`config.mk`:
```
export PLATFORM = sky130hd
export DESIGN_NAME = regfile_wb
export DESIGN_NICKNAME = d
export VERILOG_FILES = /design/src/rtl/regfile_wb.sv
export SDC_FILE = /design/constraint.sdc
export NUM_CORES = 1
export LEC_CHECK = 0
export BUFFER_PORTS_ARGS = -buffer_cell sky130_fd_sc_hd__buf_2
export CORE_MARGIN = 2
export CORE_UTILIZATION = 55
export CTS_CLUSTER_DIAMETER = 200
export DETAILED_ROUTE_END_ITERATION = 8
export PLACE_DENSITY_LB_ADDON = 0.05
export SYNTH_ARGS = -nofsm -noshare
export SYNTH_HDL_FRONTEND = slang
export SYNTH_SLANG_ARGS = --single-unit
```
`constraint.sdc`:
```
create_clock -name clk -period 11.35 [get_ports clk]
set_input_delay 1.135 -clock clk [delete_from_list [all_inputs] [get_ports clk]]
set_output_delay 1.135 -clock clk [all_outputs]
set_load 0.01 [all_outputs]
```
`src/rtl/regfile_wb.sv`:
```
// Writeback stage and 32 x XLEN register file. After reset the registers are
// cleared one per cycle (x1..x31), then writes from the WB stage commit on posedge.
module regfile_wb #(
  parameter int XLEN   = 32,
  parameter bit BYPASS = 1'b1
) (
  input  logic            clk,
  input  logic            rst,
  input  logic [XLEN-1:0] read_data_w,
  input  logic [XLEN-1:0] alu_result_w,
  input  logic [XLEN-1:0] pc_plus_4w,
  input  logic [1:0]      result_src_w,
  input  logic            reg_write_w,
  input  logic [4:0]      rd_w,
  input  logic [4:0]      rs1_d,
  input  logic [4:0]      rs2_d,
  output logic [XLEN-1:0] rd1_d,
  output logic [XLEN-1:0] rd2_d,
  output logic [XLEN-1:0] result_w,
  output logic            ready,
  output logic [31:0]     wb_count
);

  typedef enum logic {CLEAR, RUN} state_t;

  state_t          state, state_nxt;
  logic [4:0]      clr_idx;
  logic [XLEN-1:0] regs [32];
  logic            commit;

  // NOTE: every variable assigned in always_comb gets a value on every path
  // (here via the default arm), otherwise a latch is inferred.
  always_comb begin
    case (result_src_w)
      2'b00:   result_w = alu_result_w;
      2'b01:   result_w = read_data_w;
      2'b10:   result_w = pc_plus_4w;
      default: result_w = '0;
    endcase
  end

  // Reset has priority, so a write presented alongside rst never lands.
  assign commit = !rst && (state == RUN) && reg_write_w && (rd_w != 5'd0);

  always_comb begin
    state_nxt = state;
    if (state == CLEAR && clr_idx == 5'd31) state_nxt = RUN;
  end

  // NOTE: sequential state uses non-blocking assignments so every register
  // samples pre-edge values regardless of statement order.
  always_ff @(posedge clk) begin
    if (rst) begin
      state    <= CLEAR;
      clr_idx  <= 5'd1;
      ready    <= 1'b0;
      wb_count <= '0;
    end else begin
      state <= state_nxt;
      ready <= (state_nxt == RUN);
      if (state == CLEAR) clr_idx <= clr_idx + 5'd1;
      if (commit)         wb_count <= wb_count + 32'd1;
    end
  end

  // NOTE: the storage array has no reset term; the CLEAR sweep zeroes it and
  // reads are masked to zero until the sweep finishes.
  always_ff @(posedge clk) begin
    if (!rst) begin
      if (state == CLEAR) regs[clr_idx] <= '0;
      else if (commit)    regs[rd_w]    <= result_w;
    end
  end

  always_comb begin
    if (state == CLEAR || rs1_d == 5'd0)        rd1_d = '0;
    else if (BYPASS && commit && rd_w == rs1_d) rd1_d = result_w;
    else                                        rd1_d = regs[rs1_d];
  end

  always_comb begin
    if (state == CLEAR || rs2_d == 5'd0)        rd2_d = '0;
    else if (BYPASS && commit && rd_w == rs2_d) rd2_d = result_w;
    else                                        rd2_d = regs[rs2_d];
  end

endmodule

```
## Word-level counts from Yosys, hierarchy flattened

Memory sizes are Yosys's and may differ from the RTL's.
Cells that the tools add are included.

| storage, ports and cells | value |
|---|---|
| flip-flop bits (word level) | 38 |
| RAM bits | 1024 |
| input bits | 116 |
| output and inout bits | 129 |
| logic and storage cells | 41 |
| memories | 1 |

| cells by class | value |
|---|---|
| add/subtract/negate cells | 2 |
| eq/ne operators | 5 |
| muxes and demuxes | 15 |
| bitwise logic cells | 1 |
| reduce and logical (&&, ||, !) cells | 14 |

Memories:

| name | depth | bits a word | rd ports | clocked after memory_dff | wr ports | RTL line | text |
|---|---|---|---|---|---|---|---|
| regs | 32 | 32 | 2 | 0 | 1 | 28 | `logic [XLEN-1:0] regs [32];` |

Operator list:

| operator | number |
|---|---|
| $mux 32 | 5 |
| $pmux 32 s3 | 1 |
| $add 32x1->32 const B | 1 |
| $reduce_or 32->1 | 1 |
| $eq 5x5->1 | 2 |
| $logic_not 5->1 | 2 |
| $mux 1 | 8 |
| $logic_and 1x1->1 | 6 |
| $add 5x1->5 const B | 1 |
| $eq 5x5->1 const B | 1 |
| $mux 5 | 1 |
| $reduce_bool 5->1 | 1 |
| $eq 2x1->1 const B | 1 |
| $eq 2x2->1 const B | 1 |
| $logic_not 2->1 | 1 |
| $logic_or 1x1->1 | 2 |
| $logic_not 1->1 | 1 |
| $not 1->1 | 1 |

## Depth between registers and ports, before layout

| depth | value |
|---|---|
| depth after elaboration | 10 |
| depth in mapped cells | 10 |

## Worst setup path before layout

No wires, ideal clock.

| timing | value |
|---|---|
| path kind | input -> register |
| start point | input rd_w[0] |
| end point | memory regs[24][0] (enable) |
| library setup time | 0.421 ns |
| data arrival time | 4.011 ns |
| data required time | 10.929 ns |
| path slack | 6.918 ns |
| cell stages on the path | 7 |
| buffers on the path | 2 |
| cells stage by stage | buf_2 > or4_4 > o21a_1 > clkbuf_1 > nor3b_1 > o21ai_0 > nor2_1 |

| between the ends | value |
|---|---|
| longest elaborated chain between the ends | 8 |
| elaborated cells on any way between the ends | 9 |
| those cells by class | mux (6); reduce/logical (3) |

Ends and longest elaborated chain:

| what | RTL line | text |
|---|---|---|
| start, declared | 14 | `input logic [4:0] rd_w,` |
| $reduce_bool 5->1 | 43 | `assign commit = !rst && (state == RUN) && reg_write_w && (rd_w != 5'd0);` |
| $logic_and 1x1->1 | 43 |  |
| $mux 1 | 71 | `else if (commit) regs[rd_w] <= result_w;` |
| $mux 1 | 70 | `if (state == CLEAR) regs[clr_idx] <= '0;` |
| $mux 1 | 69 | `if (!rst) begin` |
| $mux 1 (implied by the code) | 71 |  |
| $reduce_or 32->1 (no line) | n/a |  |
| $mux 5 (no line) / $mux 1 (equally long branches) | n/a |  |
| end, declared | 28 |  |

Parallel ways exist; a longest one is shown, timed or not.

## Worst setup path after layout

| timing | value |
|---|---|
| start point | input rs1_d[0] |
| end point | output rd1_d[12] |

| between the ends | value |
|---|---|
| longest elaborated chain between the ends | 4 |
| elaborated cells on any way between the ends | 7 |
| those cells by class | eq/ne (1); mux (2); reduce/logical (3); memory (1) |

Ends and longest elaborated chain:

| what | RTL line | text |
|---|---|---|
| start, declared | 15 | `input logic [4:0] rs1_d,` |
| parallel branches: the longest is 3 deep, another holds $mem_v2 32x32 | n/a |  |
| $mux 32 * | 76 | `if (state == CLEAR \|\| rs1_d == 5'd0) rd1_d = '0;` |
| end, declared | 17 | `output logic [XLEN-1:0] rd1_d,` |

Every way passes the cells marked *.

==> results.toml <==
[cells_and_area]
fillers = 6402
drive_gt1_share_pct = 35.0
finalNonFillerCells = 4273
final_area_sq_um = 56600
nets = 3120
regArea_sq_um = 31500
multi_input_area_sq_um = 17700
area_growth_pct = 13.0

[power]
p_total_mw = 8.51
power_leakage_nw = 17.0
peakVddDrop_mv = 0.118
p_per_area_nw_per_um2 = 150

[routing]
wl_per_cell_um = 38.2
ant_nets = 0
dr_total_vias = 31500
drt-initial-drc-count = 4987
drc = 0
finalWirelength_um = 163000
dr.pass1.iters = 5
avgViaCountPerCell = 7.38

[worst_setup_path]
crit_path_start = "rs1_d[0]"
required_ps = 10220
critPathArrivalTime_ps = 5060
worst_setup_path_start_kind = "input pin"
crit_type = "input pin to output pin"
crit_fanout = 53
r2r_start = "state"
cp-end-kind = "output pin"

[sta]
rsz0062_at_grt = "false"
hold_viol = 0
fin_ws_ps = 5160
fin_crit_ps = 6190
slew_headroom_pct = 14.7
worst_slew_pin_slew_ps = 1270
finalSetupTns_ps = 0
slew_viol_final = 0
timing.final.crit_share_pct = 54.5
setup_viol_count_final = 0
fmax_mhz = 162
clock_skew_ps = 26.8

[synth]
ys_ff_latch = 1062
synthTopCellsByCount = "edfxtp_1, mux4_2, mux2i_1, nor2_1, clkbuf_1"
syn_avg_cell_area_sq_um = 18.2
yosys_warnings = 0
synth_area_leader_cell = "edfxtp_1"
synth_cells = 2756
ys_seq_area_share_pct = 62.9
netlist_area_sq_um = 50100
synth.distinct_cells = 52
yosysMostFrequentCell = "edfxtp_1"
synth_edf_count = 1024
synthesis.nets = 2875
async_reset_ff_share_pct = 0
synth_area_leaders = "edfxtp_1, mux4_2, mux2i_1"
synthDominantCellAreaShare_pct = 61.4
synth-main-ff-cell = "edfxtp_1"

[grt]
grt_most_used_layer = "met2"
grt_use_met3_pct = 9.98
grt_util_met1_pct = 50.3
grtUsageMet2_pct = 53.2
grt_pass1_wl_um = 231000
grt_usage_pct = 35.3
antenna_found_initial = 5
grt.overflow.total = 0
grt_max_degree = 135
grt_pass1_vias = 31200

[clock_tree]
htreeDepth = 3
clkLatencyLatePin_ps = 700
cts_hold_buf = 0
cts_resized = 0
clk_pin_slew_ps = 60
cts_max_path_buffers = 3
cts_root_buffer = "clkbuf_16"
cts_tree = "built"
cts_setup_buffers = 0
cts_buffers = 111
clock_sinks = 1062

[floorplanning]
ios = 245
die_w_um = 306
initial_core_util_pct = 55.6
die_area_sq_um = 93500
placementRows = 110
die_y_um = 306
core_sq_um = 90100

[placement]
dpl-instance-area_sq_um = 53000
post-place-ws_ps = 5140
globalplace.congestion = 0.841
port_buffers = 244
dp_hpwl_um = 87600
placed_cells = 4064

[run]
maxCapViolCount = 0

[worst_hold_path]
hold_class = "register to register"
hold_start = "wb_count[31]"

[run_status]
status = "finished, final reports clean"
layout by cell type (no fill, tap or decap), drive strengths merged, types with 13 or more instances in the layout:
cell    count
a211oi     13
a21o       21
a21oi      62
a22oi      90
a32o       32
buf       353
clkbuf    137
clkinv     56
dfxtp      38
edfxtp   1024
inv        58
mux2i     134
mux4      502
nand2      93
nand3      39
nor2      134
nor2b      19
nor3       31
o21a       13
o21ai      21
o221ai     18
o22ai      72
or3        24
xnor2      28
cell families (layout without fill, tap and decap cells):
family          after synthesis  after routing  synth area share (%)
compound gates              352            352                  4.95
flops                      1062           1062                  62.9
other cells                   0              2                     0
xor+xnor                     32             32                 0.560
mux                         648            648                  25.5
buf+inv                     278            617                  2.44
simple gates                381            381                  3.53
fa+ha+maj                     3              3                0.0750
power by group:
part	total [mW]	switching (mW)	internal, mW
clock network	3.61	1.55	2.06
logic	0.597	0.367	0.231
registers	4.30	0.0187	4.28
total	8.51	1.93	6.57
worst paths after layout:
check | slack [ps] | to | cells past startpoint
max | 5160 | rd1_d[12] | 8
min | 510 | wb_count[31] | 2
max reg2reg | 7100 | regs[24][4] | 7
min reg2reg | 510 | wb_count[31] | 2
area by class of cell:
| class | instances | area share [%] |
|---|---|---|
| Sequential cell | 1062 | 55.7 |
| Multi-Input combinational cell | 1416 | 31.3 |
| Clock buffer | 137 | 5.21 |
| Timing Repair Buffer | 353 | 3.75 |
| Tap cell | 1176 | 2.60 |
| Clock inverter | 70 | 1.09 |
| Inverter | 57 | 0.378 |
| Antenna cell | 2 | 0.00885 |
worst max-delay path: stages:
cell and delay [ps]:
buf_8 500, buf_4 820, buf_4 600, mux4_2 560, mux4_2 470, inv_1 70
o221ai_1 460, buf_2 350
registers in the layout, indices dropped and copies added, names as in the netlist:
name,count
clr_idx,5
wb_count,32
regs,1024
state,1
through the flow:
step	hold slack (ps)	util (%)
CTS	517	62.8
global route	551	62.8
floorplan	500	-
finish	506	62.8
global placement	462	58.8
detailed placement	503	58.8
routing by layer:
| metal | share of wire, % | routed length (um) | vias to the layer above |
|---|---|---|---|
| met1 | 37 | 61200 | 16700 |
| met5 | 0 | 0 | - |
| met4 | 3.5 | 5640 | 0 |
| met3 | 13 | 21600 | 346 |
| li1 | - | - | 12100 |
| met2 | 46 | 74800 | 2382 |
No activity file was read; power rests on OpenSTA's default activity.
